`config.mk`:
```
export PLATFORM = sky130hd
export DESIGN_NAME = weight_fetch_ctrl
export DESIGN_NICKNAME = d
export VERILOG_FILES = /design/src/rtl/weight_fetch_ctrl.sv
export SDC_FILE = /design/constraint.sdc
export NUM_CORES = 1
export LEC_CHECK = 0
export ABC_AREA = 1
export BUFFER_PORTS_ARGS = -buffer_cell sky130_fd_sc_hd__buf_2
export CAP_MARGIN = 0
export CORE_ASPECT_RATIO = 0.75
export CORE_UTILIZATION = 40
export DETAILED_ROUTE_END_ITERATION = 6
export RECOVER_POWER = 25
export SYNTH_ARGS = -nofsm -noshare
export SYNTH_HDL_FRONTEND = slang
export SYNTH_SLANG_ARGS = --single-unit
```
`constraint.sdc`:
```
create_clock -name clk -period 5.05 [get_ports clk]
set_clock_uncertainty 0.15 [all_clocks]
set_input_delay 1.01 -clock clk [delete_from_list [all_inputs] [get_ports clk]]
set_output_delay 1.01 -clock clk [all_outputs]
set_load 0.005 [all_outputs]
```
`src/rtl/weight_fetch_ctrl.sv`:
```
// Job-level weight SRAM read sequencer: reads the first budget+1 words of each 32-word group
// and streams them out through a 2-entry credit-controlled buffer with full backpressure.
module weight_fetch_ctrl #(
  parameter int unsigned SRAM_DEPTH  = 262144,
  parameter int unsigned SRAM_ADDR_W = 18,
  parameter int unsigned GRP_CNT_W   = 13
) (
  input  logic                   clk,
  input  logic                   reset,
  input  logic                   cfg_start,
  input  logic [SRAM_ADDR_W-1:0] cfg_base_addr,
  input  logic [GRP_CNT_W-1:0]   cfg_num_groups,
  input  logic [4:0]             cfg_budget,
  output logic                   busy,
  output logic                   done,
  output logic                   sram_en,
  output logic [SRAM_ADDR_W-1:0] sram_addr,
  input  logic [31:0]            sram_data,
  output logic                   out_valid,
  input  logic                   out_ready,
  output logic [31:0]            out_data,
  output logic                   out_last_grp,
  output logic                   out_last
);

  typedef enum logic [1:0] {StIdle, StFetch, StDrain, StDone} state_e;

  state_e                 state_q, state_d;
  logic [SRAM_ADDR_W-1:0] base_q, base_d;
  logic [GRP_CNT_W-1:0]   ngrp_q, ngrp_d;
  logic [4:0]             budget_q, budget_d;
  logic [GRP_CNT_W-1:0]   g_q, g_d;
  logic [4:0]             k_q, k_d;
  logic [SRAM_ADDR_W-1:0] last_addr_q;

  logic                   inflight_q;
  logic                   pipe_grp_q, pipe_last_q;

  logic [31:0]            mem_data_q [2];
  logic                   mem_grp_q  [2];
  logic                   mem_last_q [2];
  logic                   wr_ptr_q, rd_ptr_q;
  logic [1:0]             count_q;

  logic                   pop, push, fifo_pop, issue;
  logic                   last_k, last_g;
  logic [2:0]             occ;
  logic [GRP_CNT_W+4:0]   g_off;
  logic [31:0]            sum32;
  logic [SRAM_ADDR_W-1:0] cur_addr;

  // Address arithmetic is done wide and wrapped at the SRAM size.
  assign g_off    = {g_q, 5'd0};
  assign sum32    = 32'(base_q) + 32'(g_off) + 32'(k_q);
  assign cur_addr = SRAM_ADDR_W'(sum32 & (SRAM_DEPTH - 1));

  assign last_k   = (k_q == budget_q);
  assign last_g   = (g_q == ngrp_q - GRP_CNT_W'(1));

  assign out_valid = (count_q != 2'd0) | inflight_q;
  assign pop       = out_valid & out_ready;
  // Words already buffered or on their way back, minus the one leaving this cycle.
  assign occ       = 3'(count_q) + 3'(inflight_q) - 3'(pop);
  assign issue     = (state_q == StFetch) && (occ < 3'd2);

  assign sram_en   = issue;
  assign sram_addr = issue ? cur_addr : last_addr_q;

  // A returning word bypasses the buffer when it is empty and the word is taken at once.
  assign push      = inflight_q & ~(pop & (count_q == 2'd0));
  assign fifo_pop  = pop & (count_q != 2'd0);

  always_comb begin
    out_data     = '0;
    out_last_grp = 1'b0;
    out_last     = 1'b0;
    if (count_q != 2'd0) begin
      out_data     = mem_data_q[rd_ptr_q];
      out_last_grp = mem_grp_q[rd_ptr_q];
      out_last     = mem_last_q[rd_ptr_q];
    end else if (inflight_q) begin
      out_data     = sram_data;
      out_last_grp = pipe_grp_q;
      out_last     = pipe_last_q;
    end
  end

  always_comb begin
    state_d  = state_q;
    base_d   = base_q;
    ngrp_d   = ngrp_q;
    budget_d = budget_q;
    g_d      = g_q;
    k_d      = k_q;
    unique case (state_q)
      StIdle: begin
        if (cfg_start) begin
          base_d   = cfg_base_addr;
          ngrp_d   = cfg_num_groups;
          budget_d = cfg_budget;
          g_d      = '0;
          k_d      = '0;
          state_d  = (cfg_num_groups == '0) ? StDone : StFetch;
        end
      end
      StFetch: begin
        if (issue) begin
          if (last_k) begin
            k_d = '0;
            g_d = g_q + GRP_CNT_W'(1);
            if (last_g) state_d = StDrain;
          end else begin
            k_d = k_q + 5'd1;
          end
        end
      end
      StDrain: begin
        if (pop && out_last) state_d = StDone;
      end
      StDone:  state_d = StIdle;
      default: state_d = StIdle;
    endcase
  end

  assign done = (state_q == StDone);
  // An empty job reports busy alongside its done pulse; a normal job has already dropped busy.
  assign busy = (state_q == StFetch) || (state_q == StDrain) ||
                ((state_q == StDone) && (ngrp_q == '0));

  always_ff @(posedge clk) begin
    if (reset) begin
      state_q     <= StIdle;
      base_q      <= '0;
      ngrp_q      <= '0;
      budget_q    <= '0;
      g_q         <= '0;
      k_q         <= '0;
      last_addr_q <= '0;
      inflight_q  <= 1'b0;
      pipe_grp_q  <= 1'b0;
      pipe_last_q <= 1'b0;
      wr_ptr_q    <= 1'b0;
      rd_ptr_q    <= 1'b0;
      count_q     <= 2'd0;
    end else begin
      state_q    <= state_d;
      base_q     <= base_d;
      ngrp_q     <= ngrp_d;
      budget_q   <= budget_d;
      g_q        <= g_d;
      k_q        <= k_d;
      inflight_q <= issue;
      if (issue) begin
        last_addr_q <= cur_addr;
        pipe_grp_q  <= last_k;
        pipe_last_q <= last_k & last_g;
      end
      if (push)     wr_ptr_q <= ~wr_ptr_q;
      if (fifo_pop) rd_ptr_q <= ~rd_ptr_q;
      count_q <= count_q + 2'(push) - 2'(fifo_pop);
    end
  end

  always_ff @(posedge clk) begin
    if (push) begin
      mem_data_q[wr_ptr_q] <= sram_data;
      mem_grp_q[wr_ptr_q]  <= pipe_grp_q;
      mem_last_q[wr_ptr_q] <= pipe_last_q;
    end
  end

endmodule

```
==> flow_metrics.env <==
export IMPL_synth_xor_area_share_pct=3.63
export IMPL_cts_buffers=17
export IMPL_antenna_found_initial=0
export IMPL_synthCells=948
export IMPL_worstPathMaxFanout=11
export IMPL_h_tree_depth=4
export IMPL_status="finished clean"
export IMPL_wl_um=19500
export IMPL_yosys_mux_area_fraction_pct=0
export IMPL_ys_seq_area_share_pct=47.7
export IMPL_drtPass1Iterations=4
export IMPL_synth_main_ff_cell="dfxtp_1"
export IMPL_crit_family="simple AND/OR/NAND/NOR gates"
export IMPL_fin_crit_ns=4.57
export IMPL_drive_gt1_share_pct=15.5
export IMPL_place_area_um2=8590
export IMPL_vias=6645
export IMPL_core_area_um2=18700
export IMPL_diodes=0
export IMPL_clock_latency_ns=0.43
export IMPL_crit_chain="buf_2, inv_1, a21oi_2, ha_1, or2_2, fa_1, xnor2_1, nand2_1, nor2_2, inv_1, or2_2, o21ai_0, inv_1, buf_2"
export IMPL_grt_usage_pct=20.2
export IMPL_clock_root_buffer="clkbuf_16"
export IMPL_arrival_ns=3.41
export IMPL_reg2reg_depth=14
export IMPL_cts_sinks=150
export IMPL_path_clk_slew_ns=0.06
export IMPL_grt_overflow_total=0
export IMPL_synth_adder_area_share_pct=4.89
export IMPL_drt_iter0_drc=458
export IMPL_final_cell_mix="142 x nor2_1, 133 x nand2_1, 117 x o21ai_0"
export IMPL_powerDensity_nw_per_um2=510
export IMPL_setup_tns_final_ns=0
export IMPL_nets=1164
export IMPL_ys_seq_elements=150
export IMPL_layout_commonest_cell="nor2_1"
export IMPL_grtUsageMet2_pct=28.4
export IMPL_synth_edff_count=68
export IMPL_io_buffers=127
export IMPL_min_path_cells=1
export IMPL_post_cts_buffers=0
export IMPL_crit_path_start_kind="input port"
export IMPL_avgSynthCellArea_um2=8.15
export IMPL_final_cells=1323
export IMPL_setup_viol=0
export IMPL_synthSimpleGateAreaFrac_pct=23.4
export IMPL_routedWlPerCell_um=14.7
export IMPL_cp_num_cells=14
export IMPL_synth_top_family_by_area="simple AND/OR/NAND/NOR gates"
export IMPL_finalCritPeriodShare_pct=90.5
export IMPL_dieArea_um2=19900
export IMPL_top_usage_layer="met1"
export IMPL_hp_class="flop to flop"
export IMPL_grt_pass1_vias=5959
export IMPL_crit_type="input port to primary output"
export IMPL_final_cell_area_um2=9130
export IMPL_die_w_um=163
export IMPL_postCtsHoldBufs=0
export IMPL_cp_end_kind="primary output"
export IMPL_die_h_um=122
export IMPL_cp_slowest_cell="fa_1"
export IMPL_grt_max_degree=50
export IMPL_vias_per_cell=5.02
export IMPL_ant_nets=0
export IMPL_drc=0
export IMPL_timing_slew_headroom_pct=19.0
export IMPL_synth_compound_area_share_pct=13.8
export IMPL_synth_area_um2=7730
export IMPL_r2r_slack_ns=1.94
export IMPL_grt_pass1_wl_um=31000
export IMPL_placed_cells=1291
export IMPL_cp_num_buf_inv=5
export IMPL_core_rowCount=43
export IMPL_dpl_hpwl_um=13700
export IMPL_cp_common_cell="inv_1"
export IMPL_cpPeakStageDelay_ns=0.38
export IMPL_gp_congestion=0.868
export IMPL_cts_buffer_depth=2
export IMPL_grt_setup_unrepaired="no"
export IMPL_met1_usage_pct=30.7
export IMPL_cts_tree="done"
export IMPL_syn_to_final_growth_pct=18.0
export IMPL_worst_hold_slack_ns=0.305
export IMPL_max_freq_mhz=219
export IMPL_synth_warnings=0
export IMPL_async_reset_ff_share_pct=0
export IMPL_ys_types=48
export IMPL_grtUsageMet3_pct=3.79
export IMPL_worst_pin_slew_ns=1.21
export IMPL_p_leak_nw=3.86
export IMPL_cts_resized_gates=0
export IMPL_drv_cap=0
export IMPL_synth_nets=1049
export IMPL_slew_violations=0
export IMPL_worstPathRequired_ns=3.89
export IMPL_start_util_pct=41.3
export IMPL_ir_worst_vdd_mv=0.234
export IMPL_ios=128
export IMPL_hold_viol=0
-- flip-flops by register name, indices dropped and copies added, names as in the netlist, 2 cells and up, named ones only --
name and flops:
base_q 18, budget_q 5, count_q 2, g_q 13, k_q 5, last_addr_q 18
mem_data_q 64, mem_grp_q 2, mem_last_q 2, ngrp_q 13, state_q 2
-- cells in the mapped netlist (5+ instances only) --
cell / instances / area [µm²]
inv_1: 92 / 345
buf_2: 5 / 25.0
nand2_2: 5 / 31.3
nand4_1: 13 / 81.3
dfxtp_1: 82 / 1640
nor3_1: 7 / 35.0
o21ai_1: 5 / 25.0
buf_1: 5 / 18.8
or2_2: 5 / 31.3
clkbuf_1: 26 / 97.6
nand3_1: 71 / 355
nor2_1: 146 / 548
xor2_1: 23 / 201
a21oi_1: 48 / 240
ha_1: 27 / 338
o21ai_0: 117 / 586
nor4_1: 5 / 31.3
xnor2_1: 9 / 78.8
nand2_1: 133 / 499
edfxtp_1: 68 / 2040
-- cell families (layout without fill, tap and decap cells) --
logic type,count (synthesis),in the layout
xor gates and xnor gates,32,32
adders and majority gates,29,29
buffers and inverters,133,261
AOI/OAI and AO/OA,196,196
and+or+nand+nor,408,408
DFF,150,150
-- layer usage --
| metal | share of wire, % | routed length (µm) |
|---|---|---|
| met1 | 53 | 10300 |
| met2 | 41 | 8050 |
| met3 | 4.9 | 961 |
| met4 | 0.91 | 177 |
| met5 | 0 | 0 |
-- through the flow --
stage / utilization [%] / setup WS, ns / power [mW]
after floorplan: - / 0.932 / 2.81
after global placement: 45.9 / 0.506 / 3.41
after detailed placement: 45.9 / 0.469 / 3.43
after CTS: 49.0 / 0.463 / 4.68
after global routing: 48.7 / 0.250 / 5.01
final: 48.7 / 0.479 / 4.65
-- cell type report --
| cell class | instances | area (µm²) |
|---|---|---|
| repair buffers | 134 | 648 |
| clock buffers | 17 | 425 |
| inverters | 95 | 357 |
| clock inverters | 15 | 154 |
| flip-flops and latches | 150 | 3680 |
| multi-input cells | 665 | 3550 |
| fillers | 1853 | 9600 |
| well taps | 247 | 309 |
-- power by group --
group / switching [mW] / internal (mW) / total [mW]
registers: 0.113 / 1.46 / 1.58
clock network: 0.556 / 0.696 / 1.25
logic: 1.18 / 0.644 / 1.82
-- path summary, 6_finish.rpt --
path,to,from
worst max-delay path,sram_addr[0],out_ready
worst min-delay path,flop,rd_ptr_q
worst max register to register,g_q[6],count_q[1]
worst min register to register,flop,rd_ptr_q
Note: power is estimated with default switching activity, not from simulation.
